===== config.mk =====
export PLATFORM = sky130hd
export DESIGN_NAME = mam_pkt_req
export DESIGN_NICKNAME = d
export VERILOG_FILES = /design/src/rtl/mam_pkt_req_pkg.sv /design/src/rtl/mam_pkt_req_word_ser.sv /design/src/rtl/mam_pkt_req.sv
export SDC_FILE = /design/constraint.sdc
export NUM_CORES = 1
export LEC_CHECK = 0
export CAP_MARGIN = 40
export CELL_PAD_IN_SITES_DETAIL_PLACEMENT = 0
export CELL_PAD_IN_SITES_GLOBAL_PLACEMENT = 2
export CORE_UTILIZATION = 32
export DETAILED_ROUTE_END_ITERATION = 10
export GPL_TIMING_DRIVEN = 0
export HOLD_SLACK_MARGIN = 0.05
export PLACE_DENSITY = 0.89
export SLEW_MARGIN = 40
export SYNTH_ARGS = -nofsm -noshare
export SYNTH_HDL_FRONTEND = slang
export SYNTH_SLANG_ARGS = --single-unit
export TNS_END_PERCENT = 30

===== constraint.sdc =====
create_clock -name CLK_I -period 2.86 [get_ports CLK_I]
set_input_delay 0.429 -clock CLK_I [delete_from_list [all_inputs] [get_ports CLK_I]]
set_output_delay 0.429 -clock CLK_I [all_outputs]
set_load 0.02 [all_outputs]

===== src/rtl/mam_pkt_req_pkg.sv =====
// Shared definitions for the MAM packet request generator.
//   RW_BIT / BURST_BIT / BEATS_MSB : header word field positions
//   state_e                        : request generator FSM states
package mam_pkg;

  localparam int RW_BIT    = 15;
  localparam int BURST_BIT = 14;
  localparam int BEATS_MSB = 13;

  typedef enum logic [2:0] {
    S_HDR,
    S_ADDR,
    S_REQ,
    S_WCOL,
    S_WPUSH,
    S_RWAIT,
    S_RSER
  } state_e;

endpackage


===== src/rtl/mam_pkt_req_word_ser.sv =====
// W-word shift register used both to collect write words into a beat and to
// serialize a read beat into 16-bit words, MSB word first.
//   clk_i, rst_ni : clock, asynchronous active-low reset
//   load_i        : load load_data_i and restart the word count
//   load_data_i   : parallel beat to load
//   shift_i       : shift one word toward the MSB end, shift_in_i enters at LSB
//   shift_in_i    : word entering at the LSB end
//   data_o        : current register contents
//   last_o        : word count is at the W-th word of the beat
module mam_word_ser #(
  parameter int W = 2
) (
  input  logic            clk_i,
  input  logic            rst_ni,
  input  logic            load_i,
  input  logic [16*W-1:0] load_data_i,
  input  logic            shift_i,
  input  logic [15:0]     shift_in_i,
  output logic [16*W-1:0] data_o,
  output logic            last_o
);

  localparam int CW = (W > 1) ? $clog2(W) : 1;

  logic [16*W-1:0] data_q, data_d;
  logic [CW-1:0]   cnt_q, cnt_d;
  logic [16*W+15:0] shifted;

  assign last_o = (cnt_q == CW'(W - 1));
  assign data_o = data_q;

  // The concatenation keeps the shift legal for W=1, where there is no
  // remaining upper part to move.
  assign shifted = {data_q, shift_in_i};

  always_comb begin
    data_d = data_q;
    cnt_d  = cnt_q;
    if (load_i) begin
      data_d = load_data_i;
      cnt_d  = '0;
    end else if (shift_i) begin
      data_d = shifted[16*W-1:0];
      cnt_d  = last_o ? '0 : cnt_q + CW'(1);
    end
  end

  always_ff @(posedge clk_i or negedge rst_ni) begin
    if (!rst_ni) begin
      data_q <= '0;
      cnt_q  <= '0;
    end else begin
      data_q <= data_d;
      cnt_q  <= cnt_d;
    end
  end

endmodule


===== src/rtl/mam_pkt_req.sv =====
// MAM packet front end: parses a 16-bit packet word stream (header, address,
// write data) into mam_wb_if request/write handshakes and serializes returned
// read beats back into a 16-bit word stream.
//   CLK_I, RST_NI                       : clock, asynchronous active-low reset
//   in_data/in_valid/in_ready           : packet word input stream
//   out_data/out_valid/out_last/out_ready : read data output stream
//   req_*                               : request to mam_wb_if
//   write_*                             : write beat handshake
//   read_*                              : read beat handshake
//   err                                 : pulse when a zero-beat burst header is dropped
module mam_pkt_req
  import mam_pkg::*;
#(
  parameter int DATA_WIDTH = 16,
  parameter int ADDR_WIDTH = 32
) (
  input  logic                    CLK_I,
  input  logic                    RST_NI,
  input  logic [15:0]             in_data,
  input  logic                    in_valid,
  output logic                    in_ready,
  output logic [15:0]             out_data,
  output logic                    out_valid,
  output logic                    out_last,
  input  logic                    out_ready,
  output logic                    req_valid,
  input  logic                    req_ready,
  output logic                    req_rw,
  output logic [ADDR_WIDTH-1:0]   req_addr,
  output logic                    req_burst,
  output logic [13:0]             req_beats,
  output logic                    write_valid,
  output logic [DATA_WIDTH-1:0]   write_data,
  output logic [DATA_WIDTH/8-1:0] write_strb,
  input  logic                    write_ready,
  input  logic                    read_valid,
  input  logic [DATA_WIDTH-1:0]   read_data,
  output logic                    read_ready,
  output logic                    err
);

  localparam int W   = DATA_WIDTH / 16;
  localparam int A   = ADDR_WIDTH / 16;
  localparam int SW  = DATA_WIDTH / 8;
  localparam int ACW = (A > 1) ? $clog2(A) : 1;

  state_e                state_q, state_d;
  logic                  rw_q, rw_d;
  logic                  burst_q, burst_d;
  logic [13:0]           beats_q, beats_d;
  logic [SW-1:0]         strb_q, strb_d;
  logic [ADDR_WIDTH-1:0] addr_q, addr_d;
  logic [ACW-1:0]        acnt_q, acnt_d;
  logic [13:0]           cnt_q, cnt_d;
  logic                  err_q, err_d;

  logic                  wr_shift, wr_last;
  logic                  rd_load, rd_shift, rd_last;
  logic [DATA_WIDTH-1:0] rd_data;
  logic [ADDR_WIDTH+15:0] addr_shifted;

  assign addr_shifted = {addr_q, in_data};

  // Next-state and datapath control. Every handshake is qualified only by the
  // partner's valid/ready because our own side is decoded from state_q.
  always_comb begin
    state_d  = state_q;
    rw_d     = rw_q;
    burst_d  = burst_q;
    beats_d  = beats_q;
    strb_d   = strb_q;
    addr_d   = addr_q;
    acnt_d   = acnt_q;
    cnt_d    = cnt_q;
    err_d    = 1'b0;
    wr_shift = 1'b0;
    rd_load  = 1'b0;
    rd_shift = 1'b0;
    case (state_q)
      S_HDR: begin
        if (in_valid) begin
          rw_d    = in_data[RW_BIT];
          burst_d = in_data[BURST_BIT];
          if (in_data[BURST_BIT]) begin
            beats_d = in_data[BEATS_MSB:0];
            strb_d  = '1;
          end else begin
            beats_d = 14'd1;
            strb_d  = in_data[SW-1:0];
          end
          cnt_d  = beats_d;
          acnt_d = '0;
          if (in_data[BURST_BIT] && (in_data[BEATS_MSB:0] == 14'd0)) begin
            err_d = 1'b1;
          end else begin
            state_d = S_ADDR;
          end
        end
      end
      S_ADDR: begin
        if (in_valid) begin
          addr_d = addr_shifted[ADDR_WIDTH-1:0];
          if (acnt_q == ACW'(A - 1)) begin
            state_d = S_REQ;
          end else begin
            acnt_d = acnt_q + ACW'(1);
          end
        end
      end
      S_REQ: begin
        if (req_ready) state_d = rw_q ? S_WCOL : S_RWAIT;
      end
      S_WCOL: begin
        if (in_valid) begin
          wr_shift = 1'b1;
          if (wr_last) state_d = S_WPUSH;
        end
      end
      S_WPUSH: begin
        if (write_ready) begin
          if (cnt_q != 14'd0) cnt_d = cnt_q - 14'd1;
          state_d = (cnt_q <= 14'd1) ? S_HDR : S_WCOL;
        end
      end
      S_RWAIT: begin
        if (read_valid) begin
          rd_load = 1'b1;
          if (cnt_q != 14'd0) cnt_d = cnt_q - 14'd1;
          state_d = S_RSER;
        end
      end
      S_RSER: begin
        if (out_ready) begin
          rd_shift = 1'b1;
          if (rd_last) state_d = (cnt_q == 14'd0) ? S_HDR : S_RWAIT;
        end
      end
      default: state_d = S_HDR;
    endcase
  end

  always_ff @(posedge CLK_I or negedge RST_NI) begin
    if (!RST_NI) begin
      state_q <= S_HDR;
      rw_q    <= 1'b0;
      burst_q <= 1'b0;
      beats_q <= '0;
      strb_q  <= '0;
      addr_q  <= '0;
      acnt_q  <= '0;
      cnt_q   <= '0;
      err_q   <= 1'b0;
    end else begin
      state_q <= state_d;
      rw_q    <= rw_d;
      burst_q <= burst_d;
      beats_q <= beats_d;
      strb_q  <= strb_d;
      addr_q  <= addr_d;
      acnt_q  <= acnt_d;
      cnt_q   <= cnt_d;
      err_q   <= err_d;
    end
  end

  mam_word_ser #(.W(W)) u_wr_ser (
    .clk_i       (CLK_I),
    .rst_ni      (RST_NI),
    .load_i      (1'b0),
    .load_data_i ({DATA_WIDTH{1'b0}}),
    .shift_i     (wr_shift),
    .shift_in_i  (in_data),
    .data_o      (write_data),
    .last_o      (wr_last)
  );

  mam_word_ser #(.W(W)) u_rd_ser (
    .clk_i       (CLK_I),
    .rst_ni      (RST_NI),
    .load_i      (rd_load),
    .load_data_i (read_data),
    .shift_i     (rd_shift),
    .shift_in_i  (16'h0000),
    .data_o      (rd_data),
    .last_o      (rd_last)
  );

  assign in_ready    = (state_q == S_HDR) || (state_q == S_ADDR) || (state_q == S_WCOL);
  assign req_valid   = (state_q == S_REQ);
  assign write_valid = (state_q == S_WPUSH);
  assign read_ready  = (state_q == S_RWAIT);
  assign out_valid   = (state_q == S_RSER);
  assign out_last    = (state_q == S_RSER) && rd_last && (cnt_q == 14'd0);
  assign out_data    = rd_data[DATA_WIDTH-1 -: 16];
  assign req_rw      = rw_q;
  assign req_burst   = burst_q;
  assign req_beats   = beats_q;
  assign req_addr    = addr_q;
  assign write_strb  = strb_q;
  assign err         = err_q;

endmodule


==> results by group <==
Synth
  • Sequential share of the synthesized area: 56.8%
  • Yosys Warn Count: 0
  • Cell taking the most area after synthesis: dfrtp_1
  • Number of synthesized flops with an enable pin: 0
  • Mapped cell area: 4450 µm²
  • Most frequent cell after synthesis: dfrtp_1
  • Synthesized Nets: 424
  • Syn avg cell area: 11.6 µm²
  • Synth Register Bits: 101
  • Cell variety after synth: 56
  • Main synth FF type: dfrtp_1
  • Synth top area cells: dfrtp_1, mux2_2, a22o_1
  • Post-Synthesis Cells: 383
  • Synth cell count leaders: dfrtp_1, mux2_2, nand2_1
  • Fraction of registers with async set/reset: 100%
  • Synth top area share: 56.8%

Floorplanning
  • Core area: 13400 µm²
  • Top Ports: 128
  • Die width: 120 µm
  • Die Area: 14400 µm²
  • Die height: 120 µm
  • Initial core utilization: 33.2%
  • Standard-cell rows: 42

Power
  • Max VDD drop: 0.000652 V
  • Total Power: 0.00773 W
  • Leak: 2.68 nW
  • PwrDens: 1230 nW/µm²

Global routing
  • Gr usage total: 18.8%
  • Initial antenna violation count: 0
  • Congestion Overflow GR: 0
  • First-pass GRT wire length: 20.6 mm
  • Via count of the first global-routing pass: 3704
  • Pin count of the biggest net entering global routing: 73

Clock tree
  • CTS Buffer Depth: 2
  • CTS tree: done
  • Clock Sink Count: 101
  • Num CTS Buffers: 9
  • CTS HTree Levels: 3
  • Root Buffer: clkbuf_16
  • CTS clk-pin slew, worst paths: 0.07 ns
  • Clk Latency, worst-skew pair: 0.36 ns
  • Post-CTS setup buffers: 0

Layout
  • Number of nets in the layout: 563
  • Share of cells above drive strength 1: 16.7%
  • Final Instance Area: 6300 µm²
  • Final design utilization: 47.0%
  • Area Overhead vs Synth: 41.7%
  • Ant diodes: 0

STA
  • Max-slew headroom: 62.0%
  • Worst slew pin tran: 0.568 ns
  • RSZ-0062 raised after global routing: no
  • Final Hold Fails: 0
  • Final number of setup-violating endpoints: 0
  • Clock skew: 0.00790 ns
  • Final min period: 2.74 ns
  • Fin worst setup slack: 0.118 ns
  • Max frequency: 0.365 GHz
  • Hold_ws: 0.473 ns
  • Final period utilization: 95.9%
  • Final slew viol count: 0

Job
  • Total of max-cap violations: 0

Placement
  • Port Buffer Count: 127
  • DP Area: 5970 µm²
  • Dpl ws: 0.132 ns
  • Gpl congestion: 0.850
  • Dpl hpwl: 9.08 mm

Detailed routing
  • Starting DRC count in detailed routing: 345
  • Via/cell ratio: 5.20
  • Drt drc: 0
  • Detailed Route WL: 12.9 mm
  • Routed len/inst: 18.3 µm
  • Vias: 3655
  • First-pass iteration count of the detailed router: 4
  • Post-route ant nets: 0

Critical path
  • Worst endpoint required time: 2.43 ns
  • Crit path kind: flip-flop to output pin
  • Crit path DAT: 2.31 ns
  • CP Launch Type: flip-flop
  • Crit Path Max Fanout: 10
  • Crit end category: output pin

Min path
  • Worst Hold Class: flip-flop to flip-flop

Run status
  • Status: finished clean
## logic make-up after synthesis
kind of cell	synth area share, %
AO/OA/AOI/OAI	14.0
multiplexers	12.4
adder cells (fa/ha/maj)	0.562
buffers and inverters	2.70
flip-flops	56.8
AND/OR/NAND/NOR	13.4
XOR/XNOR	0.197
## worst paths after layout
check | slack, ns | startpoint | cells after the start | to
max | 0.12 | state_q[1]$_DFFE_PN0P_ | 5 | read_ready
min | 0.47 | req_beats[5]$_DFFE_PN0P_ | 2 | req_beats[5]$_DFFE_PN0P_
max reg2reg | 0.59 | state_q[0]$_DFFE_PN0P_ | 6 | req_addr[30]$_DFFE_PN0P_
min reg2reg | 0.47 | req_beats[5]$_DFFE_PN0P_ | 2 | req_beats[5]$_DFFE_PN0P_
max in group asynchronous | 1.70 | RST_NI | 3 | req_addr[21]$_DFFE_PN0P_
min in group asynchronous | 0.53 | RST_NI | 2 | acnt_q$_DFFE_PN0P_
## stage by stage
stage	cells	TNS (ns)
after detailed placement	687	0
after CTS	703	0
after global routing	703	0
final	703	0
after global placement	686	-256.26
after floorplan	383	0
## critical path, stage by stage, from the launching register on
cell,delay [ns]
dfrtp_1,0.42
nand2b_1,0.25
clkbuf_2,0.25
clkbuf_2,0.27
nor2_1,0.15
clkdlybuf4s50_1,0.62
## cells in the final DEF, fill, tap and decap left out, types with 3 or more instances in the layout
cell,netlist,layout
a21oi_1,6,6
o21ai_1,8,8
o311ai_0,3,3
a22oi_1,4,4
o211ai_1,4,4
nor2b_1,4,4
dfrtp_1,101,100
o21ai_0,16,16
nor3_1,4,4
mux2_2,48,48
nor4_1,8,8
buf_2,9,10
clkbuf_2,0,3
clkbuf_1,14,11
clkbuf_16,0,9
clkdlybuf4s50_1,0,124
nor2_1,17,17
nand2_1,45,45
a22o_1,20,20
nand3_1,17,17
inv_1,5,5
o22ai_1,4,4
o22a_1,3,3
## power breakdown
part	switching (W)	internal [W]	leakage (nW)	total, W
Sequential	0.000505	0.00212	1.25	0.00262
Combinational	0.00199	0.00187	1.29	0.00386
Clock	0.000539	0.000704	0.146	0.00124
## cell type report
class / instances / area, µm²
plain buffers: 23 / 103
clock buffers: 11 / 243
clock inverters: 5 / 60.1
fillers: 1258 / 7100
inverters: 5 / 18.8
multi-input cells: 253 / 1820
flip-flops and latches: 101 / 2530
well taps: 176 / 220
repair buffers: 129 / 1320
## routing by layer
| metal | vias to the layer above | routed length, µm | track usage (%) |
|---|---|---|---|
| met5 | - | 0 | 0 |
| met4 | 0 | 221 | 5.94 |
| met3 | 17 | 1110 | 6.89 |
| met2 | 151 | 5830 | 28.7 |
| met1 | 1808 | 5700 | 24.6 |
| li1 | 1679 | - | - |
## repair_timing
action / in CTS / in global routing
resized for setup: 7 / 2
endpoints found under the hold margin: 29 / 0
endpoints found under the setup margin: 3 / 2
hold buffers: 1 / 0
## sequential cells by signal, summed over array words and instances (netlist names)
register / cells
err: 1
req_burst: 1
acnt_q: 1
u_wr_ser.data_o: 16
req_addr: 32
req_rw: 1
u_rd_ser.data_o: 16
state_q: 3
cnt_q: 14
req_beats: 14
write_strb: 2
(Power assumes the default switching activity.)
